**src/rtl/jk_excitation_driver.sv**
```systemverilog
// Drives J/K pulses into an external JK flip-flop bank to reach a requested target word.
// Each transaction is checked by reading Q back, with a bounded number of retries.
module jk_excitation_driver #(
    parameter int WIDTH       = 4,
    parameter int TOGGLE_PREF = 0,
    parameter int MAX_RETRY   = 2
) (
    input  logic             clk,
    input  logic             reset,
    input  logic             tgt_valid,
    input  logic [WIDTH-1:0] tgt_data,
    output logic             tgt_ready,
    input  logic [WIDTH-1:0] q_fb,
    output logic [WIDTH-1:0] j_out,
    output logic [WIDTH-1:0] k_out,
    output logic             done,
    output logic             fail,
    output logic [7:0]       err_count
);

    typedef enum logic [1:0] {IDLE, DRIVE, CHECK} state_t;

    typedef struct packed {
        logic [WIDTH-1:0] j;
        logic [WIDTH-1:0] k;
    } jk_t;

    localparam logic [2:0] MAX_RETRY_L = 3'(MAX_RETRY);

    // Only bits that differ from the target get a J or K pulse; matching bits hold.
    function automatic jk_t excitation(input logic [WIDTH-1:0] q, input logic [WIDTH-1:0] t);
        jk_t              r;
        logic [WIDTH-1:0] diff;
        diff = q ^ t;
        if (TOGGLE_PREF != 0) begin
            r.j = diff;
            r.k = diff;
        end else begin
            r.j = diff & t;
            r.k = diff & ~t;
        end
        return r;
    endfunction

    state_t           state_q, state_d;
    logic [WIDTH-1:0] target_q, target_d;
    logic [2:0]       retry_q, retry_d;
    jk_t              jk_q, jk_d;
    logic             done_q, done_d;
    logic             fail_q, fail_d;
    logic [7:0]       err_q, err_d;

    always_comb begin
        // NOTE: every signal gets a default first so no path leaves it unassigned (no latches).
        state_d  = state_q;
        target_d = target_q;
        retry_d  = retry_q;
        jk_d     = '0;
        done_d   = 1'b0;
        fail_d   = 1'b0;
        err_d    = err_q;

        unique case (state_q)
            IDLE: begin
                if (tgt_valid) begin
                    target_d = tgt_data;
                    jk_d     = excitation(q_fb, tgt_data);
                    retry_d  = '0;
                    state_d  = DRIVE;
                end
            end
            DRIVE: begin
                state_d = CHECK;
            end
            CHECK: begin
                if (q_fb == target_q) begin
                    done_d  = 1'b1;
                    state_d = IDLE;
                end else begin
                    if (err_q != 8'hFF) begin
                        err_d = err_q + 8'd1;
                    end
                    if (retry_q < MAX_RETRY_L) begin
                        retry_d = retry_q + 3'd1;
                        jk_d    = excitation(q_fb, target_q);
                        state_d = DRIVE;
                    end else begin
                        fail_d  = 1'b1;
                        state_d = IDLE;
                    end
                end
            end
            default: state_d = IDLE;
        endcase
    end

    // NOTE: sequential state uses non-blocking assignments so all flops update together.
    always_ff @(posedge clk or posedge reset) begin
        if (reset) begin
            state_q  <= IDLE;
            target_q <= '0;
            retry_q  <= '0;
            jk_q     <= '0;
            done_q   <= 1'b0;
            fail_q   <= 1'b0;
            err_q    <= '0;
        end else begin
            state_q  <= state_d;
            target_q <= target_d;
            retry_q  <= retry_d;
            jk_q     <= jk_d;
            done_q   <= done_d;
            fail_q   <= fail_d;
            err_q    <= err_d;
        end
    end

    assign tgt_ready = (state_q == IDLE);
    assign j_out     = jk_q.j;
    assign k_out     = jk_q.k;
    assign done      = done_q;
    assign fail      = fail_q;
    assign err_count = err_q;

endmodule

```
**config.mk**
```make
export PLATFORM = sky130hd
export DESIGN_NAME = jk_excitation_driver
export DESIGN_NICKNAME = d
export VERILOG_FILES = /design/src/rtl/jk_excitation_driver.sv
export SDC_FILE = /design/constraint.sdc
export NUM_CORES = 1
export LEC_CHECK = 0
export CAP_MARGIN = 10
export CORE_ASPECT_RATIO = 1.25
export CORE_MARGIN = 2
export CORE_UTILIZATION = 38
export DETAILED_ROUTE_END_ITERATION = 10
export GPL_TIMING_DRIVEN = 0
export PLACE_DENSITY_LB_ADDON = 0.05
export SYNTH_ARGS = -nofsm -noshare
export SYNTH_HDL_FRONTEND = slang
export SYNTH_SLANG_ARGS = --single-unit
```
**constraint.sdc**
```tcl
create_clock -name clk -period 4.7 [get_ports clk]
set_clock_uncertainty 0.05 [all_clocks]
set_input_delay 0.94 -clock clk [delete_from_list [all_inputs] [get_ports clk]]
set_output_delay 0.94 -clock clk [all_outputs]
set_load 0.02 [all_outputs]
```
==> results of run 1 <==
## kinds of logic after synthesis
kind of cell               Yosys count  share of synthesized area (%)
buffers and inverters               20                          7.291
adders and majority gates           10                          9.470
DFF                                 27                          51.14
AOI/OAI and AO/OA                   20                          12.97
muxes                                5                          4.450
and+or+nand+nor                     30                          13.35
xor gates and xnor gates             2                          1.326
## Yosys cell counts, types with 2 or more instances
library cell and count:
sky130_fd_sc_hd__dfrtp_1 27, sky130_fd_sc_hd__inv_1 15, sky130_fd_sc_hd__ha_1 10, sky130_fd_sc_hd__a32o_1 8
sky130_fd_sc_hd__nand2_1 8, sky130_fd_sc_hd__nor2_1 4, sky130_fd_sc_hd__o21ai_0 4, sky130_fd_sc_hd__a41oi_1 3
sky130_fd_sc_hd__and3_1 3, sky130_fd_sc_hd__mux2_2 3, sky130_fd_sc_hd__a31oi_1 2, sky130_fd_sc_hd__buf_2 2
sky130_fd_sc_hd__buf_6 2, sky130_fd_sc_hd__nand2b_1 2, sky130_fd_sc_hd__nand3_1 2, sky130_fd_sc_hd__nand4_1 2
sky130_fd_sc_hd__nor2b_1 2
## registers in the layout (all words and copies together) (netlist names)
signal and cells:
done 1, err_count 8, fail 1, j_out 4, k_out 4, retry_q 3, state_q 2, target_q 4
## through the flow
stage	cell area, sq um	hold slack [ns]	utilization (%)	setup WS (ns)
2_1_floorplan	1321	0.4023	-	2.521
5_1_grt	1703	0.4778	51.91	1.997
3_3_place_gp	1658	0.4229	50.53	1.831
4_1_cts	1703	0.4452	51.91	2.108
6_report	1703	0.4403	51.91	2.112
3_5_place_dp	1658	0.4304	50.53	1.814
## metal layers
metal	track usage, %	wire length [um]	vias to the layer above	part of all wire (%)
met2	25.06	1379	30	52
li1	-	-	473	-
met3	2.778	118	2	4.4
met5	0	0	-	0
met1	17.71	1148	460	43
met4	5.426	17	0	0.64
## final timing paths
| kind | endpoint | slack, ns |
|---|---|---|
| worst max register to register | state_q[0] | 2.97 |
| worst max-delay path | state_q[0] | 2.11 |
| max in group asynchronous | retry_q[0] | 2.78 |
| min in group asynchronous | err_count[7] | 1.18 |
| worst min register to register | state_q[1] | 0.44 |
| worst min-delay path | state_q[1] | 0.44 |
## power by group through the flow
| stage | sequential [mW] | clock, mW | combinational, mW |
|---|---|---|---|
| after floorplan | 0.411 | 0 | 0.217 |
| after global placement | 0.368 | 0 | 0.413 |
| after detailed placement | 0.373 | 0 | 0.422 |
| after CTS | 0.369 | 0.139 | 0.426 |
| after global routing | 0.380 | 0.148 | 0.457 |
| final | 0.369 | 0.130 | 0.418 |
## final cells by class
class,count,area share (%)
Tap cell,37,2.719
Sequential cell,27,39.68
Timing Repair Buffer,29,17.05
Clock buffer,4,2.645
Buffer,5,2.351
Inverter,15,3.306
Multi-Input combinational cell,67,32.26
## placed cells by master (no fill, tap or decap), types with 2 or more instances in the layout
cell / netlist / routed
sky130_fd_sc_hd__inv_1: 15 / 15
sky130_fd_sc_hd__clkdlybuf4s50_1: 0 / 29
sky130_fd_sc_hd__dfrtp_1: 27 / 27
sky130_fd_sc_hd__mux2_2: 3 / 3
sky130_fd_sc_hd__clkbuf_8: 0 / 3
sky130_fd_sc_hd__ha_1: 10 / 10
sky130_fd_sc_hd__o21ai_0: 4 / 4
sky130_fd_sc_hd__a41oi_1: 3 / 3
sky130_fd_sc_hd__nand3_1: 2 / 2
sky130_fd_sc_hd__nand4_1: 2 / 2
sky130_fd_sc_hd__buf_2: 2 / 2
sky130_fd_sc_hd__and3_1: 3 / 3
sky130_fd_sc_hd__buf_6: 2 / 2
sky130_fd_sc_hd__nor2_1: 4 / 4
sky130_fd_sc_hd__a32o_1: 8 / 8
sky130_fd_sc_hd__nand2_1: 8 / 8
sky130_fd_sc_hd__a31oi_1: 2 / 2
sky130_fd_sc_hd__nor2b_1: 2 / 2
sky130_fd_sc_hd__nand2b_1: 2 / 2
==> results by stage, run 1 <==
Outcome:
- The run finished with clean final reports.

Timing:
- The slew at the pin closest to its max-slew limit is 1.062 ns.
- Setup repair after global routing left no endpoint under its margin.
- The total count of hold-check failures in the final report came to 0.
- In the finished design, the share of the clock period the worst path needs comes to a little under three fifths.
- The highest clock frequency the design can meet is between 0.3 and 0.4 GHz.
- The worst relative slew slack is roughly 30%.
- Counting I/O delays and the setup requirement, the final critical path takes between 2 and 3 ns.
- In the final timing run, aggregate negative setup slack is 0 ns.
- The number of failing setup endpoints in the final timing report is 0.
- The final number of max-transition violations is 0.

Clocking:
- The number of hold-repair buffers added at the cts stage is 0.
- CTS built an H-tree with a depth of 1.
- The number of setup buffers added after CTS is 0.
- The CTS sink count is 27.
- TritonCTS built the clock tree.
- The number of gates resized after CTS was 0.
- The clock tree root buffer cell is sky130_fd_sc_hd__clkbuf_8.
- The clock-pin transition on the worst setup and hold timing paths is approximately 0.09 ns.
- The number of buffers created by CTS is 3.
- The clock tree buffer depth is 2.
- The insertion delay of the later-clocked pin in the worst-skew pair is between 0.2 and 0.3 ns.

Route:
- After detailed routing, the average wire length per cell comes to roughly 14 um.
- For this block, the routed nets add up to approximately 2700 um of wire.
- In the routed layout, each cell is associated on average with a via count of 5.245.
- The routed layout has between 900 and 1000 vias.
- Once detail routing completed, the nets flagged for antenna violations numbered 0.
- The pre-antenna-repair detailed-routing pass consisted of 4 iterations.
- For this run, design rule violations remaining after detail routing come to 0.
- The detailed router finished its first iteration with 54 violations.

Worst hold path:
- Counting instances, the worst hold path has a depth of 1.
- The worst min-delay path class is reg2reg.
- The hold path startpoint is state_q[1].

Yosys:
- The biggest area consumer among synthesized cells is sky130_fd_sc_hd__dfrtp_1.
- Dividing the synthesized area by the synthesized cell count gives around 12 sq um.
- After synthesis the cells add up to ~1300 sq um.
- The prevailing post-synth register cell is sky130_fd_sc_hd__dfrtp_1.
- The share of the yosys chip area belonging to registers is about half.
- Synthesis produced a netlist whose cell count is about 110.
- Counting flops with a built-in enable in the synthesized netlist gives 0.
- In the post-synthesis netlist, the biggest area contributors are sky130_fd_sc_hd__dfrtp_1 51%, sky130_fd_sc_hd__ha_1 9.5%, sky130_fd_sc_hd__a32o_1 6.1%.
- Synthesis produced a netlist with a net count of 135.
- In this run the biggest area consumer among cell types represents between 50% and 60% of the synthesized area.
- Counting flops and latches in the post-synthesis netlist gives 27.
- Yosys printed 0 warnings.
- After synthesis, the netlist uses 32 different library cells.
- The share of synthesized registers carrying an async set or reset is between 90% and 100%.

Place:
- The half-perimeter wire length of the detailed placement result is 1909 um.
- The count of buffers added on input and output ports is 29.
- The congestion estimate from routability-driven global placement came to roughly 0.75.
- In this run, placement finished with an instance count of 180.

Critical path:
- The startpoint identified for the worst register-to-register timing path is target_q[2].
- In this run the worst path has a maximum fanout of 10.
- The critical path goes through clkdlybuf4s50_1 -> inv_1 -> ha_1 -> nand4_1 -> clkbuf_4 -> and3_1 -> buf_6 -> or2_1.
- The arrival time at the worst endpoint is 2.70 ns.
- In this run the worst setup path begins at q_fb[2].
- The critical-path cell with the highest stage delay is sky130_fd_sc_hd__clkdlybuf4s50_1.
- Data on the critical path is required at its endpoint by about 4.8 ns.
- STA classifies the critical path endpoint as a flip-flop.
- STA classifies the critical path startpoint as an input port.
- On the critical path the largest part of the delay comes from buffers and inverters.
- The number of cells on the worst reg-to-reg path is 6.
- The worst setup path category is in2reg.
- The number of logic stages on the critical path including buffering is 8.
- The count of buffering cells on the critical path with inverters included is 4.
- On the worst path, the slowest cell contributes a delay of 0.51 ns.

Power and ir drop:
- The sequential power share is between 40% and 50%.
- The worst ir drop on vdd is between 0.2 and 0.3 mV.
- The relative contribution of combinational cells to total power is between 40% and 50%.
- The clock network is responsible for approximately 14% of the overall power.
- Net switching is between 30% and 40% of the power.
- The internal power component is about 0.57 mW.
- After layout, the design draws a total of between 0.9 and 1 mW.
- The total power per unit cell area is roughly 540 nW/um^2.
- Summed over all nets, the switching power comes to 0.3460 mW.
- The analysis attributes to cell leakage a power of around 0.8 nW.

Floorplanning:
- The cell row count is 23.
- The die covers slightly below 4000 sq um.
- The effective utilization at floorplan is 40.27%.
- The chip height is around 70 um.
- Pin placement for this block handled 30 I/O pins.
- The overall die width is about 57 um.
- The total area inside the core boundary comes to 3281 sq um.

Finish:
- Fill cells in the final layout number approximately 310.
- The count of placed standard cells in the final layout, fillers left out is 184.
- The proportion of layout cells with a drive suffix above 1 is about 10%.
- From synthesis to final layout, the design area changed by 28.88%.
- In the final design database the tool counted between 150 and 200 nets.
- The storage element area is 675.6 sq um.
- The area of combinational cells with multiple inputs is 549.3 sq um.
- The repair_antennas step left the layout with diodes totalling 0.

GRT:
- The number of antenna violations at the first check in global routing was 0.
- The pin count of the biggest net entering global routing is 28.
- Global routing used between 10 and 15% of the available tracks.
- The via count of the first global-routing pass came to about 950.
- The first global-routing pass estimated ~4500 um of wire.
- Global routing finished with a remaining overflow of 0.

Run:
- The number of maximum-capacitance constraint violations is 0.
Power figures use the tool's default switching activity.
==> inputs of run 2 (changes only) <==
- clock period: 4.7 -> 2.2 ns (I/O delays scaled with it)
==> run 2 against run 1 <==
Net effect:
- highest routed layer unchanged
- first-iteration DRC count unchanged
- core utilization unchanged
- hold slack better by 0.0031 ns
- flip-flop and latch count unchanged
- die area unchanged
- critical endpoint unchanged
- non-clock buffer count unchanged
- critical path depth unchanged
==> results by stage, run 2 (synthesis gave the netlist of run 1 again) <==
Critical path:
- On the worst path, the slowest cell contributes a delay of about 0.51 ns.
- In this run the critical register-to-register path is launched from target_q[2].
- The category of cells accounting for the largest share of critical-path delay is buffers and inverters.
- The count of buffering cells on the critical path with inverters included is 4.
- The critical path goes through clkdlybuf4s50_1 -> inv_1 -> ha_1 -> nand4_1 -> buf_4 -> and3_1 -> buf_6 -> or2_1.
- STA puts the critical path data required time at about 2.3 ns.
- For the worst flop-to-flop path, the logic depth is 6.
- Counting buffers and inverters, the worst setup path is 8 cells deep.
- The startpoint kind of the worst setup timing path is an input port.
- The critical-path cell with the highest stage delay is sky130_fd_sc_hd__clkdlybuf4s50_1.
- The critical path capture point type is a flip-flop.
- The arrival time at the worst endpoint is roughly 2.2 ns.
- The worst setup path category is in2reg.
- In this run the worst setup path begins at q_fb[2].
- The maximum fanout along the worst path is 10.

Route:
- Before antenna repair, the detailed router went through 4 iterations.
- The post-detailed-route count of antenna-violating nets is 0.
- The highest layer touched by signal routing is met4.
- Using the TritonRoute via totals, the vias-per-cell ratio works out to 5.266.
- The first routing iteration left 54 violations.
- The wire length on met1 is 1144 um.
- The met2 wirelength from detailed routing is roughly 1400 um.
- The total detailed-routing wirelength is ~2700 um.
- The average wire per cell in the routed design is around 14 um.
- The detailed router placed a little under 1000 vias in this run.
- The routed length on met3 is approximately 120 um.
- For this run, design rule violations remaining after detail routing come to 0.

Clocking:
- The TritonCTS clock tree is built.
- For the worst-skew pair, the clock arrives at the later sink with an insertion delay of 0.27 ns.
- Clock tree synthesis inserted a total of 3 buffers.
- The H-tree depth is 1.
- The CTS sink count is 27.
- CTS placed an instance of sky130_fd_sc_hd__clkbuf_8 at the clock tree root.
- The clock passes through at most 2 buffers.
- Clock-pin slew was measured on the worst setup and hold paths at around 0.09 ns.
- Once the clock tree was built, the setup fixing pass inserted 0 buffers.

GRT:
- The number of antenna violations at the first check in global routing is 0.
- The first global-routing pass estimated roughly 4500 um of wire.
- Across every metal layer, demand over resource in global routing totals approximately 15%.
- The total congestion overflow after global routing is 0.
- The pin count of the biggest net entering global routing is 28.
- The via count of the first global-routing pass is 951.

Place:
- The placement-stage worst setup slack is -0.1863 ns.
- The placed cell area is around 1700 sq um.
- The number of instances in the placed design is 180.
- The number of buffers inserted by port buffering is 29.
- The wire-length estimate of the detail-placed layout is around 1900 um.
- Routability-driven placement finished with a final weighted congestion of about 0.75.

Timing:
- The total count of hold-check failures in the final report is 0.
- Setup repair after global routing left no endpoint under its margin.
- The minimum period implied by the final worst setup slack is about 2.1 ns.
- For this run, the top clock speed supported by timing is roughly 0.48 GHz.
- The final number of max-transition violations was 0.
- For the pin with the worst max-slew slack, the measured transition is 1.062 ns.
- The number of failing setup endpoints in the final timing report is 0.
- The fraction of the cycle the final worst path needs is 93.98%.
- After routing, the total negative slack on setup checks comes to 0 ns.
- Hold timing on the final database bottoms out at a slack of 0.4435 ns.
- The worst path meets setup with ~0.13 ns of slack.
- In this run the tightest slew margin relative to its limit is ~29%.

Run:
- The tool flagged a number of max-cap violations equal to 0.

Power and ir drop:
- Total power for the finished layout comes to about 2 mW.
- VDD sags by at most a little over 0.6 mV.
- In this run the static leakage power is roughly 0.8 nW.
- Dividing total power by cell area gives a power density of 1150 nW/um^2.

Finish:
- The register with the most flip-flops in the layout has 8 of them.
- The layout has 312 filler cells.
- Leaving out fill and tap cells, the most frequent cell in the layout is sky130_fd_sc_hd__clkdlybuf4s50_1.
- For this run, the share of the core covered by cells in the final layout is approximately half.
- The area growth from synthesis to layout is 28.88%.
- Of the cells placed in the final design, the portion with a size suffix greater than 1 is between 10% and 20%.
- The area of all placed cells without fillers is approximately 1700 sq um.
- Leaving out fill and tap cells, the most frequent cells in the layout are 29 x sky130_fd_sc_hd__clkdlybuf4s50_1, 27 x sky130_fd_sc_hd__dfrtp_1, 15 x sky130_fd_sc_hd__inv_1.
- The number of antenna diodes in the final layout is 0.
- The number of nets in the layout is around 170.
- The count of placed standard cells in the final layout, fillers left out is approximately 180.

Floorplanning:
- The overall die area is 3968 sq um.
- The overall die width is between 50 and 60 um.
- The total area inside the core boundary comes to ~3300 sq um.
- The number of top-level pins is 30.
- In this run the vertical extent of the chip is ~70 um.
- The cell row count is 23.
- The initial utilization of the core area, before any placement, comes to roughly two fifths.

Outcome:
- The run finished with clean final reports.

Worst hold path:
- In this run the worst hold path is classified as reg2reg.
- In this run the most critical hold path is launched from state_q[1].
- The hold-critical path depth is 1.
==> run 2: cell types whose count changed in the layout (fill, tap and decap cells not counted) <==
cell,before,now
sky130_fd_sc_hd__buf_4,0,1
sky130_fd_sc_hd__clkbuf_4,1,0
==> run 2: layout make-up <==
class                      instances  area (sq um)  share of cell area (%)
sequential                        27         675.6                   39.68
multi-input combinational         67         549.3                   32.26
timing repair buffer              29         290.3                   17.05
inverter                          15         56.30                   3.306
tap                               37         46.29                   2.719
clock buffer                       4         45.04                   2.645
buffer                             5         40.04                   2.351
==> run 2: routing by layer <==
layer,vias to the layer above,track usage [%]
met4,0,5.426
li1,473,-
met3,2,2.778
met5,-,0
met2,30,25.06
met1,464,17.71
==> run 2: path summary, 6_finish.rpt <==
kind	to	slack, ns
worst max register to register	state_q[0]	0.49
worst max-delay path	state_q[0]	0.13
worst min-delay path	state_q[1]	0.44
min in group asynchronous	err_count[7]	0.68
max in group asynchronous	retry_q[0]	0.78
worst min register to register	state_q[1]	0.44
==> run 2: power breakdown <==
part	internal (mW)	switching, mW
Combinational	0.438	0.455
Clock	0.130	0.147
Sequential	0.652	0.137
Total	1.22	0.739
==> run 2: timing repair <==
item / CTS / global route
resized for setup: 0 / 1
hold buffers: 0 / 0
setup endpoints to repair: 0 / 1
==> inputs of run 3 (changes only) <==
- CAP_MARGIN: 10 -> not set
==> results of run 3 <==
Same layout as run 2: the final DEF is identical, and so are final timing and power.
